==> src/rtl/noc_dmem_requester.sv <==
// noc_dmem_requester: bridges one outstanding LSU dmem request onto the NoC.
// Builds a tagged request packet, waits for the matching response, replies to the LSU.
module noc_dmem_requester #(
    parameter int NODE_COUNT      = 9,
    parameter int PACKET_ID_WIDTH = 5,
    parameter int REGION_BYTES    = 4096,
    parameter int AW              = 32,
    parameter int DW              = 32,
    parameter int TIMEOUT_CYCLES  = 1024,
    localparam int NODE_W         = $clog2(NODE_COUNT),
    localparam int PACKET_W       = 4 + AW + DW
) (
    input  logic                       clk,
    input  logic                       rst_n,
    input  logic                       lsu_req_i,
    input  logic                       lsu_cmd_i,
    input  logic [1:0]                 lsu_width_i,
    input  logic [AW-1:0]              lsu_addr_i,
    input  logic [DW-1:0]              lsu_wdata_i,
    output logic                       lsu_req_ack_o,
    output logic [DW-1:0]              lsu_rdata_o,
    output logic [1:0]                 lsu_resp_o,
    output logic [PACKET_W-1:0]        spl_packet_o,
    output logic [NODE_W-1:0]          spl_node_dest_o,
    output logic [PACKET_ID_WIDTH-1:0] spl_packet_id_o,
    output logic                       spl_valid_o,
    input  logic                       spl_ack_i,
    input  logic                       col_valid_i,
    input  logic [PACKET_W-1:0]        col_packet_i,
    input  logic [NODE_W-1:0]          col_node_start_i,
    input  logic [PACKET_ID_WIDTH-1:0] col_packet_id_i,
    output logic                       col_read_o,
    output logic [15:0]                drop_cnt_o
);

    localparam int SHIFT = $clog2(REGION_BYTES);
    localparam int TW    = $clog2(TIMEOUT_CYCLES) + 1;

    localparam logic [1:0] T_RD_REQ  = 2'b00;
    localparam logic [1:0] T_WR_REQ  = 2'b01;
    localparam logic [1:0] T_RD_RESP = 2'b10;
    localparam logic [1:0] T_WR_ACK  = 2'b11;

    localparam logic [1:0] R_NOTRDY = 2'b00;
    localparam logic [1:0] R_OK     = 2'b01;
    localparam logic [1:0] R_ER     = 2'b10;

    typedef enum logic [1:0] {
        IDLE,
        SEND,
        WAIT,
        RESP
    } state_t;

    state_t                     state_q;
    state_t                     state_d;
    logic [PACKET_ID_WIDTH-1:0] id_cnt_q;
    logic [PACKET_ID_WIDTH-1:0] tag_q;
    logic [NODE_W-1:0]          dest_q;
    logic [PACKET_W-1:0]        pkt_q;
    logic                       cmd_q;
    logic [1:0]                 resp_q;
    logic [DW-1:0]              rdata_q;
    logic [15:0]                drop_q;
    logic [TW-1:0]              tmo_q;

    logic [AW-1:0]              dest_full;
    logic                       oor;
    logic                       accept;
    logic                       xfer;
    logic                       match;
    logic                       timeout;
    logic [1:0]                 exp_type;
    logic [1:0]                 col_type;
    logic                       unused_bits;

    assign dest_full = lsu_addr_i >> SHIFT;
    assign oor       = dest_full >= AW'(NODE_COUNT);
    assign accept    = lsu_req_i && (state_q == IDLE);
    assign xfer      = (state_q == SEND) && spl_ack_i;
    assign exp_type  = cmd_q ? T_WR_ACK : T_RD_RESP;
    assign col_type  = col_packet_i[PACKET_W-1 -: 2];
    assign timeout   = tmo_q == TW'(TIMEOUT_CYCLES - 1);

    assign match = (state_q == WAIT)
                && col_valid_i
                && (col_node_start_i == dest_q)
                && (col_packet_id_i == tag_q)
                && (col_type == exp_type);

    // Width and address fields of responses are not needed.
    assign unused_bits = ^col_packet_i[PACKET_W-3:DW];

    assign lsu_req_ack_o   = (state_q == IDLE);
    assign lsu_resp_o      = (state_q == RESP) ? resp_q : R_NOTRDY;
    assign lsu_rdata_o     = rdata_q;
    assign spl_valid_o     = (state_q == SEND);
    assign spl_packet_o    = pkt_q;
    assign spl_node_dest_o = dest_q;
    assign spl_packet_id_o = tag_q;
    assign col_read_o      = col_valid_i;
    assign drop_cnt_o      = drop_q;

    // State register.
    always_ff @(posedge clk) begin
        if (!rst_n) begin
            state_q <= IDLE;
        end else begin
            state_q <= state_d;
        end
    end

    // Next-state logic; a match wins over a timeout in the same cycle.
    always_comb begin
        state_d = state_q;
        unique case (state_q)
            IDLE: begin
                if (accept) begin
                    state_d = oor ? RESP : SEND;
                end
            end
            SEND: begin
                if (spl_ack_i) begin
                    state_d = WAIT;
                end
            end
            WAIT: begin
                if (match || timeout) begin
                    state_d = RESP;
                end
            end
            RESP: begin
                state_d = IDLE;
            end
            default: begin
                state_d = IDLE;
            end
        endcase
    end

    // Request capture, tag counter, timeout counter and response data.
    always_ff @(posedge clk) begin
        if (!rst_n) begin
            id_cnt_q <= '0;
            tag_q    <= '0;
            dest_q   <= '0;
            pkt_q    <= '0;
            cmd_q    <= 1'b0;
            resp_q   <= R_NOTRDY;
            rdata_q  <= '0;
            tmo_q    <= '0;
        end else begin
            if (accept) begin
                cmd_q <= lsu_cmd_i;
                if (oor) begin
                    resp_q  <= R_ER;
                    rdata_q <= '0;
                end else begin
                    dest_q <= dest_full[NODE_W-1:0];
                    tag_q  <= id_cnt_q;
                    pkt_q  <= {lsu_cmd_i ? T_WR_REQ : T_RD_REQ,
                               lsu_width_i,
                               lsu_addr_i,
                               lsu_cmd_i ? lsu_wdata_i : '0};
                end
            end
            if (xfer) begin
                id_cnt_q <= id_cnt_q + PACKET_ID_WIDTH'(1);
                tmo_q    <= '0;
            end
            if (state_q == WAIT) begin
                tmo_q <= tmo_q + TW'(1);
                if (match) begin
                    resp_q  <= R_OK;
                    rdata_q <= cmd_q ? '0 : col_packet_i[DW-1:0];
                end else if (timeout) begin
                    resp_q  <= R_ER;
                    rdata_q <= '0;
                end
            end
        end
    end

    // Saturating count of popped packets that did not complete a request.
    always_ff @(posedge clk) begin
        if (!rst_n) begin
            drop_q <= '0;
        end else if (col_valid_i && !match && (drop_q != 16'hFFFF)) begin
            drop_q <= drop_q + 16'd1;
        end
    end

endmodule

==> config.mk <==
export PLATFORM = sky130hd
export DESIGN_NAME = noc_dmem_requester
export DESIGN_NICKNAME = d
export VERILOG_FILES = /design/src/rtl/noc_dmem_requester.sv
export SDC_FILE = /design/constraint.sdc
export NUM_CORES = 1
export LEC_CHECK = 0
export BUFFER_PORTS_ARGS = -buffer_cell sky130_fd_sc_hd__buf_2
export CAP_MARGIN = 10
export CORE_MARGIN = 2
export CORE_UTILIZATION = 45
export DETAILED_ROUTE_END_ITERATION = 8
export GPL_ROUTABILITY_DRIVEN = 0
export GPL_TIMING_DRIVEN = 0
export PLACE_DENSITY = 0.8
export SETUP_SLACK_MARGIN = 0.02
export SYNTH_ARGS = -nofsm -noshare
export SYNTH_HDL_FRONTEND = slang
export SYNTH_SLANG_ARGS = --single-unit
export TNS_END_PERCENT = 100
==> constraint.sdc <==
create_clock -name clk -period 2.4 [get_ports clk]
set_input_delay 0.12 -clock clk [delete_from_list [all_inputs] [get_ports clk]]
set_output_delay 0.12 -clock clk [all_outputs]
set_load 0.1 [all_outputs]
-- Word-level counts from Yosys, hierarchy flattened
Index checks and enable logic that the tools add are counted.
- flip-flop bits (word level): 146
- bits of input ports: 149
- output and inout port bits: 130
- word-level logic and storage cells: 62
- $add $sub $neg: 3
- order comparisons: 1
- equality and inequality tests: 11
- multiplexer cells: 22
- bitwise gates (word level): 1
- reductions and logical operators: 14
- operators with widths (operator ; count):
    32-bit 2-to-1 mux ; 7
    11-bit 2-to-1 mux ; 2
    20-bit by 4-bit >= comparator with 1-bit output (second input constant) ; 1
    2-bit 2-to-1 mux ; 10
    16-bit by 1-bit adder with 16-bit output (second input constant) ; 1
    16-bit != test (second input constant) ; 1
    11-bit by 1-bit adder with 11-bit output (second input constant) ; 1
    11-bit by 10-bit equality test with 1-bit output (second input constant) ; 1
    1-bit logical AND ; 8
    2-bit one-hot mux with 4 select lines ; 1
    5-bit by 1-bit adder with 5-bit output (second input constant) ; 1
    5-bit equality test ; 1
    2-bit equality test (second input constant) ; 2
    4-bit equality test ; 1
    2-bit by 1-bit != test with 1-bit output (second input constant) ; 2
    3-bit AND reduction ; 1
    2-bit by 1-bit equality test with 1-bit output (second input constant) ; 1
    2-bit equality test ; 1
    2-bit logical NOT ; 1
    1-bit 2-to-1 mux ; 2
    2-bit != test (second input constant) ; 1
    2-bit AND reduction ; 1
    2-bit nonzero test ; 1
    1-bit logical NOT ; 1
    other kinds (2) ; 2

-- Longest topological paths before layout
- depth after elaboration: 8
- mapped depth: 8
- depth with buffers taken out: 7

-- Worst setup path after synthesis
OpenSTA, ideal clock, no wires.
- path type: reg-to-reg
- start point: register state_q[0]
- end point: register pkt_q[10] (netlist: spl_packet_o[10])
- library setup time: 0.128 ns
- data arrival time: 2.487 ns
- required time: 2.272 ns
- slack: -0.215 ns
- stages on the path, launching flop included: 9
- path buffers: 2
- period minus slack after synthesis: 2.615 ns
- cell sequence: dfxtp_1 > inv_1 > ha_1 > nand2_1 > or3_1 > clkbuf_1 > buf_2 > a22oi_1 > nor2_1
- longest elaborated chain between the ends: 3
- ends and longest elaborated chain (item ; RTL line ; text):
    start, declared ; 55 ; state_t state_q;
    start signal, assigned ; 109 ; state_q <= state_d;
    2-bit logical NOT ; n/a ;
    named net lsu_req_ack_o ; 20 ; output logic lsu_req_ack_o,
    1-bit logical AND ; 79 ; assign accept = lsu_req_i && (state_q == IDLE);
    2-bit AND reduction (no line) ; n/a ;
    end signal, assigned ; 161 ; pkt_q <= {lsu_cmd_i ? T_WR_REQ : T_RD_REQ,
    end, declared ; 60 ; logic [PACKET_W-1:0] pkt_q;
The timed path passes the listed nets, and every way through them passes these cells.
A chain may end at the register's enable or synchronous reset.

-- Worst setup path in the final report
- start point: register state_q[0]
- end point: register rdata_q[5] (netlist: lsu_rdata_o[5])
- longest elaborated chain between the ends: 7
- elaborated cells between the ends (all ways): 11
- classes of those cells: eq/ne (1); mux (4); reduce/logical (6)
- ends and longest elaborated chain (item ; RTL line ; text):
    2-bit equality test ; 85, 171 ;
    1-bit logical AND ; 86 ; && col_valid_i
    1-bit logical AND ; 87 ; && (col_node_start_i == dest_q)
    1-bit logical AND ; 88 ; && (col_packet_id_i == tag_q)
    1-bit logical AND ; 89 ; && (col_type == exp_type);
    32-bit 2-to-1 mux ; 173 ; if (match) begin
    32-bit 2-to-1 mux (*) ; 171 ; if (state_q == WAIT) begin
    end signal, assigned ; 175 ; rdata_q <= cmd_q ? '0 : col_packet_i[DW-1:0];
    end, declared ; 63 ; logic [DW-1:0] rdata_q;
Every way passes the cells marked *; elsewhere a longest branch is shown, timed or not.

==> reports/results.txt <==
WHS: 0.109 ns
Main flop type after synthesis: dfxtp_1
Ports: 279
Period minus WS final: 2.27 ns
Global route overflow: 0
Crit Path Category: register to register
Port Buf Inserts: 242
Syn_area_per_cell: 9.35 um2
Vias: 5,800
Status: finished clean
Post-route DRC violation count: 0
Vias in the first global route: 5,607
Post-synth EDFFs: 0
Crit path max-delay cell type: or3_4
Clk_lat worst skew: 0.42 ns
Die W: 114 um
Max frequency: 440 MHz
Unrepaired setup endpoints after global routing: no
CTS Buf Count: 17
Max-slew violations: 0
Number of antenna violations at the first check in global routing: 1
Relative slew slack: 63.3%
Worst setup path start: state_q[0]
CTS Root Cell: clkbuf_16
Netlist cell types: 48
Hold Crit Start: lsu_cmd_i
Layout cells sized above 1: 33.1%
Largest net degree at the start of global routing: 17
Critical Path, Cell by Cell: inv_1, ha_1, and3_1, nand4_1, or3_4, nor3_4, buf_4, a22o_1
Reg2reg start: state_q[0]
# rows: 40
Yosys reg bits: 141
Synth async-reset ratio: 0%
1st-iter DRT viols: 403
RR Endpoint: lsu_rdata_o[5]
Max Cap Viol: 0
First-pass DRT Iterations: 5
Crit Path Max Fanout: 10
Slowest stage delay, CP: 0.45 ns
GRT Resource Usage Total: 28.2%
Worst path top cell family by delay: simple AND/OR/NAND/NOR gates
Type of origin of the critical path: register
CP endpoint kind: register
CTS tree: yes
Final setup TNS: 0 ns
Core Box Area: 11,900 um2
Worst Hold Depth: 3
Final worst path period share: 94.6%
Initial core utilization: 45.5%
Sequential element share of the synthesized area: 52.0%
Routed WL: 18,500 um
Vias per cell: 5.34
Leak: 3.79 nW
Placed wire-length estimate: 11,900 um
Final nets: 1,082
Hold Path Class: input pin to register
Post-Synthesis Net Count: 736
CP bufs+invs: 2
Num Clock Sinks: 141
Die Y-Extent: 114 um
H-tree depth: 4
Setup violators final: 0
First-pass GRT wire length: 28,400 um
Synth-to-layout area growth: 53.1%
Cell Pwr Density: 715 nW/um2
Final Hold Fails: 0
Clk_skew: 0.00548 ns
Peak supply drop: 614 uV
Worst Path Required: 2.75 ns
Crit path arrival time: 2.63 ns
Total Power: 5.93 mW
R2R cell count: 8
Bufs on Longest Clock Path: 2
Die area: 12,900 um2
Synth Warn #: 0
Slew @ Worst Pin: 0.548 ns
Post-route ant nets: 0
Post-Syn Area: 5420 um2
WL/cell: 17.0 um
R2R Setup Slk: 0.13 ns
Mapped Cells: 580
Hold Path Sink: cmd_q
Clock-pin slew on the worst setup and hold paths: 0.06 ns
==> what timing repair did <==
action / 4_1_cts / 5_1_grt
endpoints found under the setup margin: 0 / 115
hold endpoints to repair: 83 / 0
setup buffers: 0 / 3
hold buffers: 83 / 0
resized for setup: 0 / 12
==> worst reg2reg max path: stages (launching register included) <==
cell     delay (ns)
dfxtp_1        0.34
inv_1          0.09
ha_1           0.30
and3_1         0.26
nand4_1        0.13
or3_4          0.45
nor3_4         0.24
buf_4          0.23
a22o_1         0.16
==> routing by layer <==
| layer | routed length (um) | global-route usage [%] | vias up |
|---|---|---|---|
| met5 | 0 | 0 | - |
| met4 | 538 | 11.5 | 0 |
| met3 | 1200 | 7.12 | 45 |
| met2 | 9470 | 48.8 | 254 |
| met1 | 7300 | 33.4 | 2729 |
| li1 | - | - | 2772 |
==> cell families (layout without fill, tap and decap cells) <==
group	after synthesis	after routing	synth area share [%]
compound gates	141	141	17.9
xor+xnor	17	17	2.75
fa+ha+maj	7	7	1.61
buf+inv	49	408	4.29
flops	141	141	52.0
mux	6	6	1.11
other cells	1	2	0.0691
simple gates	218	218	20.2
==> layout make-up <==
type	count	area, um2
Antenna cell	1	2.50
Buffer	41	205
Clock buffer	20	437
Clock inverter	12	146
Fill cell	880	3610
Inverter	7	26.3
Multi-Input combinational cell	390	2420
Sequential cell	141	2820
Tap cell	147	184
Timing Repair Buffer	328	2060
==> registers in the layout (all words and copies together), names as in the netlist <==
register and cells:
drop_cnt_o 16, spl_node_dest_o 3, lsu_rdata_o 32, resp_q 2, tmo_q 11, spl_packet_id_o 5, id_cnt_q 5, cmd_q 1
state_q 2, spl_packet_o 64
==> worst max-delay path by stage <==
| stage | to | slack [ns] | cells after the start |
|---|---|---|---|
| after floorplan | lsu_rdata_o[0] | 0.08 | 6 |
| after global placement | lsu_rdata_o[11] | 0.09 | 8 |
| after detailed placement | drop_cnt_o[4] | 0.07 | 8 |
| after CTS | drop_cnt_o[4] | 0.05 | 8 |
| after global routing | lsu_rdata_o[5] | 0.03 | 8 |
| final | lsu_rdata_o[5] | 0.13 | 8 |
==> Yosys cell counts, types with 2 or more instances <==
library cell | instances | area [um2]
nor2_1 | 49 | 184
nand4_1 | 15 | 93.8
mux2i_1 | 6 | 60.1
o21a_1 | 2 | 15.0
clkbuf_1 | 20 | 75.1
o31a_1 | 2 | 17.5
inv_1 | 6 | 22.5
nand4b_1 | 2 | 17.5
and3_1 | 20 | 125
nor3_1 | 8 | 40.0
buf_2 | 12 | 60.1
xnor2_1 | 12 | 105
nand2_1 | 72 | 270
xor2_1 | 5 | 43.8
dfxtp_1 | 141 | 2820
or4_1 | 5 | 37.5
nor4_2 | 3 | 37.5
o21ai_0 | 15 | 75.1
or3_1 | 6 | 37.5
nor3b_1 | 2 | 15.0
nor4_1 | 4 | 25.0
nand3_1 | 12 | 60.1
a21oi_1 | 42 | 210
a22oi_1 | 32 | 240
o31ai_1 | 6 | 45.0
buf_4 | 9 | 67.6
nand2b_1 | 5 | 31.3
and2_1 | 5 | 31.3
ha_1 | 7 | 87.6
nor3_2 | 3 | 30.0
a22o_1 | 32 | 280
and4_1 | 4 | 35.0
==> power breakdown <==
group	switching, mW	total [mW]	internal [mW]
logic	0.564	0.893	0.329
registers	0.0409	2.42	2.38
clock network	0.995	2.62	1.62
total	1.60	5.93	4.33
==> metrics by stage <==
stage                     std cells  util (%)  instance area, um2  setup slack [ns]
after global placement          969      57.3                6820            0.0914
after global routing           1087      69.7                8300            0.0273
after floorplan                 580         -                5430            0.0774
final                          1087      69.7                8300             0.129
after CTS                      1084      69.1                8240            0.0539
after detailed placement        969      57.3                6820            0.0671
==> layout by cell type (no fill, tap or decap), types with 11 or more instances in the layout <==
cell,count
a21oi_1,42
buf_4,12
clkbuf_1,20
nor2_1,49
dlygate4sd3_1,83
nand4_1,15
a22oi_1,32
clkbuf_16,17
and3_1,20
xnor2_1,12
nand3_1,11
nand2_1,72
dfxtp_1,141
buf_2,254
a22o_1,32
o21ai_0,15
(Power assumes the default switching activity.)
